### src/rtl/muldiv_ctrl_pkg.sv
// Shared encodings for the HI/LO multiply/divide sequencer.
// Decode uses the same MULDIV_OP_* values when it issues requests.
package muldiv_ctrl_pkg;

    // One radix-2 step per operand bit.
    localparam int MULDIV_ITERS = 32;

    typedef enum logic [2:0] {
        MULDIV_OP_MULT  = 3'd0,
        MULDIV_OP_MULTU = 3'd1,
        MULDIV_OP_DIV   = 3'd2,
        MULDIV_OP_DIVU  = 3'd3,
        MULDIV_OP_MTHI  = 3'd4,
        MULDIV_OP_MTLO  = 3'd5
    } muldiv_op_e;

    typedef enum logic [1:0] {
        MULDIV_ST_IDLE  = 2'd0,
        MULDIV_ST_MUL   = 2'd1,
        MULDIV_ST_DIV   = 2'd2,
        MULDIV_ST_FIXUP = 2'd3
    } muldiv_state_e;

    // Encodings 6 and 7 are not muldiv ops and must be ignored entirely.
    function automatic logic op_is_valid(logic [2:0] op);
        return ~(op[2] & op[1]);
    endfunction

endpackage

### src/rtl/muldiv_ctrl_if.sv
// Decode <-> muldiv request/read bundle. Decode is the master.
interface muldiv_ctrl_if #(
    parameter int WIDTH = 32
);
    logic             req_valid;
    logic [2:0]       req_op;
    logic [WIDTH-1:0] op_a;
    logic [WIDTH-1:0] op_b;
    logic             rd_hi;
    logic             rd_lo;
    logic             abort;
    logic             stall;
    logic             busy;
    logic             done;
    logic [WIDTH-1:0] hi;
    logic [WIDTH-1:0] lo;

    modport master (
        output req_valid, req_op, op_a, op_b, rd_hi, rd_lo, abort,
        input  stall, busy, done, hi, lo
    );

    modport slave (
        input  req_valid, req_op, op_a, op_b, rd_hi, rd_lo, abort,
        output stall, busy, done, hi, lo
    );
endinterface

### src/rtl/muldiv_ctrl_datapath.sv
// Operand registers, WIDTH+1 adder/subtractor and shift registers for the
// iterative multiply/divide, plus the final sign correction.
// Operands are held as magnitudes; signs are re-applied at fixup.
// Build option MULDIV_FAST_MUL_EN: product comes from a single-cycle
// multiplier on the latched magnitudes instead of the shift-add registers.
module muldiv_ctrl_datapath #(
    parameter int WIDTH = 32
) (
    input  logic             clk,
    input  logic             rst_n,
    input  logic             load,
    input  logic             load_div,
    input  logic             load_signed,
    input  logic             step,
    input  logic [WIDTH-1:0] op_a,
    input  logic [WIDTH-1:0] op_b,
    output logic [WIDTH-1:0] fix_hi,
    output logic [WIDTH-1:0] fix_lo
);
    // acc: upper product half / partial remainder
    // sh : multiplier shifting out / quotient shifting in
    // opb: multiplicand / divisor magnitude
    logic [WIDTH-1:0] acc_q, acc_d;
    logic [WIDTH-1:0] sh_q, sh_d;
    logic [WIDTH-1:0] opb_q, opb_d;
    logic             is_div_q, is_div_d;
    logic             neg_res_q, neg_res_d;
    logic             neg_rem_q, neg_rem_d;

    logic             a_neg, b_neg;
    logic [WIDTH-1:0] a_mag, b_mag;
    logic [WIDTH:0]   add_a, add_b, add_res;
    logic [2*WIDTH-1:0] prod, prod_fix;
    logic [WIDTH-1:0] quo_fix, rem_fix;

    // Operand load and one radix-2 iteration through the shared adder.
    always_comb begin
        // NOTE: every *_d gets a default first so no path leaves it unassigned (no latch).
        acc_d     = acc_q;
        sh_d      = sh_q;
        opb_d     = opb_q;
        is_div_d  = is_div_q;
        neg_res_d = neg_res_q;
        neg_rem_d = neg_rem_q;

        a_neg = load_signed & op_a[WIDTH-1];
        b_neg = load_signed & op_b[WIDTH-1];
        a_mag = a_neg ? -op_a : op_a;
        b_mag = b_neg ? -op_b : op_b;

        // Divide: trial-subtract divisor from {rem, next dividend bit}.
        // Multiply: add multiplicand when the low multiplier bit is set.
        if (is_div_q) begin
            add_a   = {acc_q, sh_q[WIDTH-1]};
            add_b   = {1'b0, opb_q};
            add_res = add_a - add_b;
        end else begin
            add_a   = {1'b0, acc_q};
            add_b   = sh_q[0] ? {1'b0, opb_q} : '0;
            add_res = add_a + add_b;
        end

        if (load) begin
            acc_d     = '0;
            sh_d      = a_mag;
            opb_d     = b_mag;
            is_div_d  = load_div;
            neg_res_d = a_neg ^ b_neg;
            neg_rem_d = a_neg;
        end else if (step) begin
            if (is_div_q) begin
                // Top bit of the WIDTH+1 difference is the borrow: restore on borrow.
                acc_d = add_res[WIDTH] ? add_a[WIDTH-1:0] : add_res[WIDTH-1:0];
                sh_d  = {sh_q[WIDTH-2:0], ~add_res[WIDTH]};
            end else begin
                acc_d = add_res[WIDTH:1];
                sh_d  = {add_res[0], sh_q[WIDTH-1:1]};
            end
        end
    end

    // Sign correction of the finished magnitude result.
    always_comb begin
`ifdef MULDIV_FAST_MUL_EN
        prod = {{WIDTH{1'b0}}, sh_q} * {{WIDTH{1'b0}}, opb_q};
`else
        prod = {acc_q, sh_q};
`endif
        prod_fix = neg_res_q ? -prod : prod;
        quo_fix  = neg_res_q ? -sh_q : sh_q;
        rem_fix  = neg_rem_q ? -acc_q : acc_q;
        fix_hi   = is_div_q ? rem_fix : prod_fix[2*WIDTH-1:WIDTH];
        fix_lo   = is_div_q ? quo_fix : prod_fix[WIDTH-1:0];
    end

    // Datapath registers.
    always_ff @(posedge clk or negedge rst_n) begin
        if (!rst_n) begin
            acc_q     <= '0;
            sh_q      <= '0;
            opb_q     <= '0;
            is_div_q  <= 1'b0;
            neg_res_q <= 1'b0;
            neg_rem_q <= 1'b0;
        end else begin
            // NOTE: non-blocking assignments so every flop samples pre-edge values together.
            acc_q     <= acc_d;
            sh_q      <= sh_d;
            opb_q     <= opb_d;
            is_div_q  <= is_div_d;
            neg_res_q <= neg_res_d;
            neg_rem_q <= neg_rem_d;
        end
    end

endmodule

### src/rtl/muldiv_ctrl.sv
// Sequencer for the shared multiply/divide unit and the HI/LO registers.
// Owns the FSM, iteration counter, stall/busy/done and HI/LO writes;
// arithmetic lives in muldiv_ctrl_datapath.
// Build option MULDIV_FAST_MUL_EN: multiplies skip the MUL state and
// finish one edge after accept.
module muldiv_ctrl
    import muldiv_ctrl_pkg::*;
#(
    parameter int WIDTH = MULDIV_ITERS
) (
    input logic           clk,
    input logic           rst_n,
    muldiv_ctrl_if.slave  bus
);
    localparam int CNT_W = $clog2(WIDTH + 1);

    muldiv_state_e    state_q, state_d;
    logic [CNT_W-1:0] count_q, count_d;
    logic [WIDTH-1:0] hi_q, hi_d;
    logic [WIDTH-1:0] lo_q, lo_d;
    logic             done_q, done_d;

    logic             busy;
    logic             op_ok;
    logic             accept;
    logic             dp_load, dp_step;
    logic             dp_load_div, dp_load_signed;
    logic [WIDTH-1:0] fix_hi, fix_lo;

    assign busy           = (state_q != MULDIV_ST_IDLE);
    assign op_ok          = op_is_valid(bus.req_op);
    assign accept         = bus.req_valid & op_ok & ~busy & ~bus.abort;
    assign dp_load_signed = (bus.req_op == MULDIV_OP_MULT) | (bus.req_op == MULDIV_OP_DIV);
    assign dp_load_div    = (bus.req_op == MULDIV_OP_DIV)  | (bus.req_op == MULDIV_OP_DIVU);

    // Next-state, counter and HI/LO write decisions.
    always_comb begin
        state_d = state_q;
        count_d = count_q;
        hi_d    = hi_q;
        lo_d    = lo_q;
        done_d  = 1'b0;
        dp_load = 1'b0;
        dp_step = 1'b0;

        unique case (state_q)
            MULDIV_ST_IDLE: begin
                if (accept) begin
                    case (bus.req_op)
                        MULDIV_OP_MTHI: hi_d = bus.op_a;
                        MULDIV_OP_MTLO: lo_d = bus.op_a;
                        MULDIV_OP_MULT, MULDIV_OP_MULTU: begin
                            dp_load = 1'b1;
                            count_d = '0;
`ifdef MULDIV_FAST_MUL_EN
                            state_d = MULDIV_ST_FIXUP;
`else
                            state_d = MULDIV_ST_MUL;
`endif
                        end
                        MULDIV_OP_DIV, MULDIV_OP_DIVU: begin
                            if (bus.op_b == '0) begin
                                // Divide by zero resolves immediately, no iteration.
                                hi_d   = bus.op_a;
                                lo_d   = '1;
                                done_d = 1'b1;
                            end else begin
                                dp_load = 1'b1;
                                count_d = '0;
                                state_d = MULDIV_ST_DIV;
                            end
                        end
                        default: ;
                    endcase
                end
            end
            MULDIV_ST_MUL, MULDIV_ST_DIV: begin
                if (bus.abort) begin
                    state_d = MULDIV_ST_IDLE;
                end else begin
                    dp_step = 1'b1;
                    count_d = count_q + CNT_W'(1);
                    if (count_q == CNT_W'(WIDTH - 1)) begin
                        state_d = MULDIV_ST_FIXUP;
                    end
                end
            end
            MULDIV_ST_FIXUP: begin
                state_d = MULDIV_ST_IDLE;
                if (!bus.abort) begin
                    hi_d   = fix_hi;
                    lo_d   = fix_lo;
                    done_d = 1'b1;
                end
            end
            default: state_d = MULDIV_ST_IDLE;
        endcase
    end

    // FSM, counter and architectural HI/LO registers.
    always_ff @(posedge clk or negedge rst_n) begin
        if (!rst_n) begin
            state_q <= MULDIV_ST_IDLE;
            count_q <= '0;
            hi_q    <= '0;
            lo_q    <= '0;
            done_q  <= 1'b0;
        end else begin
            state_q <= state_d;
            count_q <= count_d;
            hi_q    <= hi_d;
            lo_q    <= lo_d;
            done_q  <= done_d;
        end
    end

    muldiv_ctrl_datapath #(
        .WIDTH (WIDTH)
    ) u_datapath (
        .clk         (clk),
        .rst_n       (rst_n),
        .load        (dp_load),
        .load_div    (dp_load_div),
        .load_signed (dp_load_signed),
        .step        (dp_step),
        .op_a        (bus.op_a),
        .op_b        (bus.op_b),
        .fix_hi      (fix_hi),
        .fix_lo      (fix_lo)
    );

    // Stall only while busy, and only for real muldiv traffic or HI/LO reads.
    assign bus.stall = busy & ((bus.req_valid & op_ok) | bus.rd_hi | bus.rd_lo);
    assign bus.busy  = busy;
    assign bus.done  = done_q;
    assign bus.hi    = hi_q;
    assign bus.lo    = lo_q;

endmodule

### src/flat_wrapper.sv
// flat-port wrapper written by rule: the top's interface ports become plain ports
module muldiv_ctrl_flat import muldiv_ctrl_pkg::*;
#(
    parameter int WIDTH = MULDIV_ITERS
)
  (clk, rst_n, bus_req_valid, bus_req_op, bus_op_a, bus_op_b, bus_rd_hi, bus_rd_lo, bus_abort, bus_stall, bus_busy, bus_done, bus_hi, bus_lo);
  muldiv_ctrl_if #(.WIDTH(WIDTH)) bus_i ();
  input logic clk;
  input logic rst_n;
  input wire logic [$bits(bus_i.req_valid)-1:0] bus_req_valid;
  input wire logic [$bits(bus_i.req_op)-1:0] bus_req_op;
  input wire logic [$bits(bus_i.op_a)-1:0] bus_op_a;
  input wire logic [$bits(bus_i.op_b)-1:0] bus_op_b;
  input wire logic [$bits(bus_i.rd_hi)-1:0] bus_rd_hi;
  input wire logic [$bits(bus_i.rd_lo)-1:0] bus_rd_lo;
  input wire logic [$bits(bus_i.abort)-1:0] bus_abort;
  output wire logic [$bits(bus_i.stall)-1:0] bus_stall;
  output wire logic [$bits(bus_i.busy)-1:0] bus_busy;
  output wire logic [$bits(bus_i.done)-1:0] bus_done;
  output wire logic [$bits(bus_i.hi)-1:0] bus_hi;
  output wire logic [$bits(bus_i.lo)-1:0] bus_lo;
  assign bus_i.req_valid = bus_req_valid;
  assign bus_i.req_op = bus_req_op;
  assign bus_i.op_a = bus_op_a;
  assign bus_i.op_b = bus_op_b;
  assign bus_i.rd_hi = bus_rd_hi;
  assign bus_i.rd_lo = bus_rd_lo;
  assign bus_i.abort = bus_abort;
  assign bus_stall = bus_i.stall;
  assign bus_busy = bus_i.busy;
  assign bus_done = bus_i.done;
  assign bus_hi = bus_i.hi;
  assign bus_lo = bus_i.lo;
  muldiv_ctrl #(.WIDTH(WIDTH)) u_core (.clk(clk), .rst_n(rst_n), .bus(bus_i));
endmodule
### config.mk
export PLATFORM = sky130hd
export DESIGN_NAME = muldiv_ctrl_flat
export DESIGN_NICKNAME = d
export VERILOG_FILES = /design/src/rtl/muldiv_ctrl_pkg.sv /design/src/rtl/muldiv_ctrl_if.sv /design/src/rtl/muldiv_ctrl_datapath.sv /design/src/rtl/muldiv_ctrl.sv /design/src/flat_wrapper.sv
export SDC_FILE = /design/constraint.sdc
export NUM_CORES = 1
export LEC_CHECK = 0
export ABC_AREA = 1
export ABC_CLOCK_PERIOD_IN_PS = 4600
export CAP_MARGIN = 25
export CORE_MARGIN = 5
export CORE_UTILIZATION = 23
export DETAILED_ROUTE_END_ITERATION = 8
export MAX_ROUTING_LAYER = met4
export SLEW_MARGIN = 20
export SYNTH_ARGS = -nofsm -noshare
export SYNTH_HDL_FRONTEND = slang
export SYNTH_HIERARCHICAL = 1
export SYNTH_SLANG_ARGS = --single-unit
### constraint.sdc
create_clock -name clk -period 4.6 [get_ports clk]
set_input_delay 0.92 -clock clk [delete_from_list [all_inputs] [get_ports clk]]
set_output_delay 0.92 -clock clk [all_outputs]
set_load 0.005 [all_outputs]
# Word level (Yosys, flattened, before mapping)
# Index checks and enable logic that the tools add are counted.
classes:
  multipliers: 0
  n_reduce_logical: 14
  order_cmp: 0
  eq_ne: 18
  n_div: 0
  n_mux: 47
  n_addsub: 8
  n_shift: 0
  bitwise_logic: 16
op_table:
  columns: ["operator", "count"]
  rows:
  - ["$mux 32", 20]
  - ["$pmux 32 s2", 4]
  - ["$neg 32->32", 4]
  - ["$mux 64", 1]
  - ["$neg 64->64", 1]
  - ["$add 32x32->33", 1]
  - ["$mux 33", 1]
  - ["$sub 33x32->33", 1]
  - ["$logic_not 32->1", 1]
  - ["$pmux 6 s2", 2]
  - ["$mux 6", 3]
  - ["$reduce_and 5->1", 3]
  - ["$ne 3x3->1 const B", 4]
  - ["$mux 1", 8]
  - ["$mux 2", 4]
  - ["$reduce_bool 2->1", 4]
  - ["$and 1x1->1", 7]
  - ["$add 6x1->6 const B", 1]
  - ["$eq 3x2->1 const B", 2]
  - ["$eq 3x3->1 const B", 2]
  - ["$eq 6x5->1 const B", 1]
  - ["$ne 3x2->1 const B", 2]
  - ["$pmux 2 s3", 1]
  - ["$reduce_or 2->1", 3]
  - ["other kinds (13)", 22]
totals:
  latch_bits: 0
  output_inout_bits: 67
  register_bits: 172
  romBits: 0
  elab_cells: 114
  mem_bits_rw: 0
  inputBits: 73
  n_memories: 0

# Logic depth before layout (Yosys ltp)
# Gate-level depths: netlist (run 1).
depth:
  depth_word: 8
  ltp_mapped: 23
  depth_no_buf: 21

# By module
# The synthesis (run 1) kept the hierarchy.
modules_own_cells:
  columns: ["module", "cells_each", "area_per_inst_um2", "n_inst", "seq_area_each_um2"]
  rows:
  - ["muldiv_ctrl_datapath", 2707, 14706.6, 1, 2477.4]
  - ["muldiv_ctrl", 596, 4167.7, 1, 1826.8]

# Worst setup path before layout (run 1)
# No wires, ideal clock.
synth_timing:
  path_kind: "input port to flip-flop"
  from: "in bus_op_b[1]"
  to: "reg u_core.u_datapath.sh_q[0]"
  setup_time_ps: 139
  cell_stages: 12
  required_ps: 4461
  slack_ps: 1829
  n_path_buf: 2
  arrival_time_ps: 2632
  path_cell_list: "nor2_1 -> nand2_1 -> nor2_1 -> nand2_1 -> nor2_1 -> a211oi_1 -> clkbuf_1 -> nor2_1 -> clkinv_1 -> clkbuf_1 -> nand2_1 -> o221ai_1"
synth_between:
  elab_chain_len: 6
  word_cells_on_any_way: 7
  cone_classes: "mux: 5; reduce/logical: 2"
synth_lines:
  columns: ["item", "line_no", "rtl"]
  rows:
  - ["start, declared", "flat_wrapper.sv:13", "input wire logic [$bits(bus_i.op_b)-1:0] bus_op_b;"]
  - ["$logic_not 32->1 (*)", "muldiv_ctrl.sv:62", "if (bus.op_b == '0) begin"]
  - ["$mux 1 (*)", "muldiv_ctrl.sv:62", null]
  - ["$pmux 1 s2 (*)", "muldiv_ctrl.sv:49", "case (bus.req_op)"]
  - ["$mux 1 (*)", "muldiv_ctrl.sv:48", "if (accept) begin"]
  - ["$mux 1 (*)", "muldiv_ctrl.sv:46", "unique case (state_q)"]
  - ["net u_core.dp_load", "muldiv_ctrl.sv:26", "logic dp_load, dp_step;"]
  - ["$mux 32 or $reduce_bool 2->1 (tied branches)", null, null]
  - ["end signal, assigned", "muldiv_ctrl_datapath.sv:100", "sh_q <= '0;"]
  - ["end signal, assigned", "muldiv_ctrl_datapath.sv:108", "sh_q <= sh_d;"]
  - ["end, declared", "muldiv_ctrl_datapath.sv:24", "logic [WIDTH-1:0] sh_q, sh_d;"]
# The timed path passes the listed nets; every way through them passes the cells marked *.
# A chain may end at the register's enable or synchronous reset.

# Final worst setup path (run 1)
layout_timing:
  from: "in bus_op_b[16]"
  to: "reg u_core.u_datapath.opb_q[1]"
layout_between:
  elab_chain_len: 5
layout_lines:
  columns: ["item", "line_no", "rtl"]
  rows:
  - ["$logic_not 32->1", "muldiv_ctrl.sv:62", null]
  - ["$mux 1", "muldiv_ctrl.sv:62", null]
  - ["$pmux 1 s2", "muldiv_ctrl.sv:49", null]
  - ["$mux 1", "muldiv_ctrl.sv:48", null]
  - ["$mux 1", "muldiv_ctrl.sv:46", null]
  - ["net u_core.dp_load", "muldiv_ctrl.sv:26", null]
  - ["end signal, assigned", "muldiv_ctrl_datapath.sv:109", "opb_q <= opb_d;"]
  - ["end, declared", "muldiv_ctrl_datapath.sv:25", "logic [WIDTH-1:0] opb_q, opb_d;"]
# The timed path passes the listed nets, and every way through them passes these cells.

==> impl_metrics.csv, run 1 <==
group,metric,value,unit
critical_path,critPathMaxFanout,43,
synthesis,synth_area_leader_cell,"nand2_1",
cts,cts_sinks,172,
cts,clock_latency,0.48,ns
synthesis,synthCells,3303,
final_layout,mostFrequentLayoutCells,"nand2_1 (1260), inv_1 (465), nor2_1 (310), nand3_1 (174), dfrtp_1 (171)",
sta,rsz0062_at_grt,"no",
flow_run,drv_cap,0,
sta,worst_pin_slew,0.874,ns
synthesis,syn_nets,3450,
run_status,status,"complete, no violations",
global_route,grt_max_degree,98,
synthesis,yosys_warnings,6,
floorplanning,die_area,87900,µm²
final_layout,multi_input_area,12300,µm²
global_route,antenna_found_initial,0,
sta,fin_tns_setup,0,ns
power_and_ir_drop,p_sw,9.78,mW
global_route,grt_pass1_vias,19630,
routing,wl_per_cell,16.6,µm
sta,setup_viol,0,
final_layout,layout_commonest_cell,"nand2_1",
final_layout,fin_nets,3522,
critical_path,critPathLaunch,"bus_op_b[16]",
critical_path,r2r-start,"u_core/u_datapath/sh_q[0]",
cts,cts_hold_buf,0,
cts,clkTransAtPathRegs,0.08,ns
cts,cts_setup_buffers,0,
sta,fin_crit,3.45,ns
critical_path,worstPathArrival,3.80,ns
routing,num_vias,20923,
synthesis,synth_seq_area_share,22.8,%
worst_hold_path,hold_class,"in -> async",
cts,htreeDepth,4,
placed_design,hpwl,60000,µm
placed_design,gp_congestion,1.00,
power_and_ir_drop,p_clk_share,9.5,%
power_and_ir_drop,power.density,758,nW/µm²
power_and_ir_drop,ir_worst_vdd,0.388,mV
routing,drt-initial-drc-count,1840,
synthesis,syn_avg_cell_area,5.71,µm²
sta,finalCritPeriodShare,75.0,%
final_layout,register_area,4310,µm²
critical_path,end_kind,"flop",
floorplanning,core_area,81700,µm²
sta,hold_viol,0,
power_and_ir_drop,p_int,6.92,mW
sta,finClkSkew,0.0201,ns
floorplanning,num_rows,105,
cts,cts_tree,"done",
synthesis,ys_types,53,
power_and_ir_drop,power.leakage,11.5,nW
critical_path,cp-start-kind,"primary input",
sta,slew_violations,0,
power_and_ir_drop,p_sw_share,58.6,%
synthesis,synth-seq-cells,172,
routing,detail_route.vias_per_cell,4.69,
global_route,grt_pass1_wl,114000,µm
floorplanning,fp.dieW,296,µm
global_route,overflow,0,
routing,drc_errors,0,
final_layout,final_cells,4458,
placed_design,place.port_buffers,139,
power_and_ir_drop,combinationalPowerShare,71.0,%
sta,fmax,0.290,GHz
sta,relSlewSlack,41.3,%
synthesis,synthTopCellsByArea,"nand2_1 (25%), dfrtp_1 (23%), inv_1 (9.3%), nor2_1 (6.2%), ha_1 (4.8%)",
cts,clk_root_buffer_cell,"clkbuf_16",
final_layout,diodes,0,
final_layout,nFillCells,9380,
floorplanning,start_util,23.1,%
power_and_ir_drop,p_seq_share,19.5,%
routing,drt_first_pass_iters,5,
final_layout,area_growth,16.8,%
critical_path,crit_type,"in -> reg",
routing,ant_nets,0,
floorplanning,fp.dieH,296,µm
cts,cts_resized,0,
floorplanning,boundaryPins,140,
critical_path,crit_required,4.95,ns
synthesis,syn_area,18900,µm²
final_layout,drive_gt1_share,4.52,%
routing,drt_wl_total,74000,µm
synthesis,yosys.area.top_type_share,25.1,%
placed_design,dp.cells,4425,
cts,tritoncts.num_buffers,17,
global_route,track_usage,17.0,%
cts,clockBufferDepth,2,
[cell type report]
| class | instances | share of cell area (%) |
|---|---|---|
| Clock buffer | 17 | 1.93 |
| Clock inverter | 15 | 0.937 |
| Inverter | 486 | 8.28 |
| Multi-Input combinational cell | 2530 | 55.7 |
| Sequential cell | 172 | 19.5 |
| Tap cell | 1070 | 6.07 |
| Timing Repair Buffer | 168 | 7.58 |
[synth_stat cells, drive strengths merged]
library cell,instances
nor2,327
a211oi,3
o22ai,3
o211ai,4
o21ai,152
a21oi,151
and3,1
a31oi,22
a21boi,1
xnor2,26
o221ai,2
nor4,5
o311ai,1
or3,1
nand3,182
dfrtp,172
nand3b,12
xor2,95
or2,9
o31ai,5
a21o,2
nor3,37
a22oi,11
and2,8
buf,46
o21bai,10
o21a,1
fa,2
nand4,98
clkinv,7
inv,479
clkbuf,69
ha,72
nand2,1287
[critical path, stage by stage]
cell and delay (ns):
clkdlybuf4s50_1 0.56, nor2_1 0.18, nand2_1 0.07, nor2_1 0.10, nand2_1 0.11, nor2_1 0.64
a211oi_4 0.23, inv_2 0.39, buf_12 0.26, a21oi_1 0.06, o21ai_0 0.11, o21ai_0 0.11
[sequential cells by signal, summed over array words and instances (netlist names)]
| register | flops |
|---|---|
| u_core/bus.hi | 32 |
| u_core/bus.lo | 32 |
| u_core/u_datapath/acc_q | 32 |
| u_core/u_datapath/opb_q | 32 |
| u_core/u_datapath/sh_q | 32 |
| u_core/count_q | 6 |
| u_core/state_q | 2 |
| u_core/bus.done | 1 |
| u_core/u_datapath/is_div_q | 1 |
| u_core/u_datapath/neg_rem_q | 1 |
| u_core/u_datapath/neg_res_q | 1 |
[per-layer routing]
layer	vias to the layer above	track usage (%)	share of wire, %
li1	10500	-	-
met1	9656	23.0	46
met2	682	27.1	46
met3	85	2.37	6.1
met4	0	4.20	2.5
met5	-	-	0
[cells by family (layout without fill, tap and decap cells)]
group,count (synthesis),in the layout,synth area share [%]
and+or+nand+nor,1967,1967,43.5
buffers and inverters,601,686,12.4
AOI/OAI and AO/OA,368,368,10.7
adders and majority gates,74,74,4.99
xor gates and xnor gates,121,121,5.61
DFF,172,172,22.8
[power by group through the flow]
stage               clock (mW)  sequential, mW  combinational (mW)
floorplan                    0            2.79                8.10
global placement             0            3.27                11.7
detailed placement           0            3.26                11.7
CTS                       1.62            3.23                11.7
global route              1.69            3.34                13.3
finish                    1.58            3.26                11.9
[worst paths after layout]
check | to | slack, ns | cells past startpoint
max in group asynchronous | u_core/count_q[2] | 3.55 | 3
min in group clk | u_core/bus.lo[10] | 0.48 | 2
worst max register to register | u_core/bus.hi[26] | 1.22 | 18
worst max-delay path | u_core/u_datapath/opb_q[1] | 1.15 | 12
worst min-delay path | u_core/bus.hi[17] | 0.25 | 1
worst min register to register | u_core/bus.lo[10] | 0.48 | 2
[stage by stage]
stage                     cell area (µm²)  hold WS [ns]  setup WS [ns]  util (%)  total power, mW
after floorplan                     18900         0.464           1.83         -             10.9
after global placement              21400         0.454          0.746      26.2             14.9
after detailed placement            21400         0.458          0.700      26.2             15.0
after CTS                           22000         0.223           1.20      26.9             16.6
after global routing                22000         0.222          0.984      27.0             18.3
final                               22000         0.246           1.15      27.0             16.7
No activity file was read; power rests on OpenSTA's default activity.
==> run 2: changes to the inputs <==
- ABC_CLOCK_PERIOD_IN_PS: 4600 -> 3250
- clock period: 4.6 -> 3.25 ns (I/O delays scaled with it)
==> run 2 against run 1 <==
Critical path type is now reg -> reg. Total power grew 47%. Flip-flop and latch count is the same. First-iteration DRC count shrank 0.71%. Critical endpoint is now u_core/u_datapath/acc_q[27]. Worst setup slack lost 0.81 ns. Final area grew 4.0%.
==> impl_metrics.csv, run 2 (synthesized netlist as in run 1, its figures left out) <==
group,metric,value,unit
run_status,status,"complete, no violations",
cts,cts_setup_buffers,0,
routing,num_vias,21185,
worst_hold_path,hold_class,"in -> async",
sta,rsz0062_at_grt,"no",
power_and_ir_drop,p_clk_share,9.2,%
cts,clockBufferDepth,2,
placed_design,place.port_buffers,139,
floorplanning,fp.dieW,296,µm
sta,hold_viol,0,
power_and_ir_drop,p_total,24.5,mW
critical_path,crit_type,"reg -> reg",
cts,clkTransAtPathRegs,0.09,ns
critical_path,crit_required,3.62,ns
sta,finClkSkew,0.0228,ns
critical_path,end_kind,"flop",
final_layout,mostFrequentLayoutCells,"nand2_1 (1260), inv_1 (465), nor2_1 (310), nand3_1 (174), dfrtp_1 (170)",
routing,drt_wl_total,77000,µm
sta,fmax,0.344,GHz
routing,drt-initial-drc-count,1827,
cts,clock_latency,0.49,ns
global_route,grt_max_degree,66,
final_layout,layout_commonest_cell,"nand2_1",
routing,drt_first_pass_iters,6,
cts,cts_tree,"done",
final_layout,fin_nets,3627,
global_route,track_usage,17.7,%
final_layout,drive_gt1_share,7.41,%
sta,worst_pin_slew,0.782,ns
sta,fin_crit,2.91,ns
power_and_ir_drop,ir_worst_vdd,0.525,mV
power_and_ir_drop,p_seq_share,18.3,%
routing,wl_per_cell,16.9,µm
global_route,grt_pass1_wl,118000,µm
sta,relSlewSlack,47.8,%
placed_design,dp_slack,0.0660,ns
routing,drc_errors,0,
floorplanning,start_util,23.1,%
placed_design,post_dp_cell_area,22300,µm²
power_and_ir_drop,combinationalPowerShare,72.5,%
global_route,antenna_found_initial,0,
final_layout,diodes,0,
routing,ant_nets,0,
cts,htreeDepth,4,
cts,tritoncts.num_buffers,17,
power_and_ir_drop,power.leakage,12.0,nW
final_layout,final_cells,4563,
floorplanning,fp.dieH,296,µm
power_and_ir_drop,power.density,1070,nW/µm²
floorplanning,core_area,81700,µm²
placed_design,dp.cells,4531,
sta,setup_viol,0,
sta,finalCritPeriodShare,89.5,%
global_route,overflow,0,
critical_path,worstPathArrival,3.28,ns
final_layout,area_growth,21.5,%
critical_path,worst_r2r_path_depth,19,
sta,fin_ws,0.343,ns
critical_path,reg2reg_slack,0.34,ns
critical_path,cp-start-kind,"flop",
flow_run,drv_cap,0,
power_and_ir_drop,p_sw_share,57.5,%
global_route,grt_pass1_vias,20238,
floorplanning,die_area,87900,µm²
floorplanning,num_rows,105,
placed_design,gp_congestion,0.988,
cts,cts_sinks,172,
cts,clk_root_buffer_cell,"clkbuf_16",
sta,slew_violations,0,
power_and_ir_drop,p_int,10.4,mW
power_and_ir_drop,p_sw,14.1,mW
floorplanning,boundaryPins,140,
routing,detail_route.vias_per_cell,4.64,
sta,fin_tns_setup,0,ns
final_layout,final_area,22900,µm²
placed_design,hpwl,63600,µm
critical_path,critPathMaxFanout,30,
==> run 2: cell types whose count changed in the layout (fill, tap and decap cells not counted) <==
cell / before / now
inv_12: 4 / 3
inv_8: 3 / 1
clkinv_4: 2 / 3
buf_4: 25 / 122
buf_12: 3 / 12
dfrtp_1: 171 / 170
buf_16: 1 / 0
dfrtp_2: 1 / 2
clkinv_8: 5 / 7
==> run 2: path summary, 6_finish.rpt <==
| path | startpoint | end |
|---|---|---|
| max in group asynchronous | rst_n | u_core/bus.hi[30] |
| min in group clk | u_core/bus.lo[15] | u_core/bus.lo[15] |
| hold / removal | rst_n | u_core/u_datapath/sh_q[0] |
| setup / recovery | u_core/u_datapath/sh_q[0] | u_core/u_datapath/acc_q[27] |
| hold reg to reg | u_core/bus.lo[15] | u_core/bus.lo[15] |
| setup reg to reg | u_core/u_datapath/sh_q[0] | u_core/u_datapath/acc_q[27] |
==> run 2: timing repair <==
action	4_1_cts	5_1_grt
gates resized for setup	0	1
hold buffers	0	0
setup endpoints to repair	0	4
==> run 2: layer usage <==
metal / wire [µm] / global-route usage (%) / vias up
li1: - / - / 10728
met1: 34400 / 23.0 / 9634
met2: 35300 / 28.9 / 705
met3: 4640 / 2.34 / 118
met4: 2760 / 5.75 / 0
met5: 0 / - / -
==> run 2: cell type report <==
class	instances	area, µm²
well taps	1070	1340
flip-flops and latches	172	4310
fillers	9360	58800
clock buffers	17	425
multi-input cells	2530	12300
inverters	486	1830
clock inverters	15	209
repair buffers	273	2550
==> run 2: worst max-delay path, stage by stage (launching register included) <==
cell and delay [ns]:
dfrtp_2 0.52, buf_12 0.22, nand2_1 0.08, inv_1 0.06, ha_1 0.39, nand2_1 0.14
inv_1 0.09, nand2_1 0.06, nand2_1 0.14, inv_1 0.05, nand3_1 0.17, nand2_1 0.17
nand3_1 0.13, nand2_1 0.05, nor2_1 0.20, nor2_1 0.08, nand2_2 0.07, nand2_1 0.04
nand2_1 0.05, nand2_1 0.04
==> run 2: power groups by stage <==
stage / Sequential [mW] / Combinational, mW / Clock [mW]
after floorplan: 3.95 / 11.5 / 0
after global placement: 4.48 / 17.5 / 0
after detailed placement: 4.48 / 17.6 / 0
after CTS: 4.44 / 17.6 / 2.30
after global routing: 4.61 / 19.8 / 2.38
final: 4.48 / 17.8 / 2.25
==> run 2: through the flow <==
step / util (%) / hold slack, ns
after floorplan: - / 0.354
after global placement: 27.3 / 0.455
after detailed placement: 27.3 / 0.458
after CTS: 28.1 / 0.176
after global routing: 28.1 / 0.188
final: 28.1 / 0.169
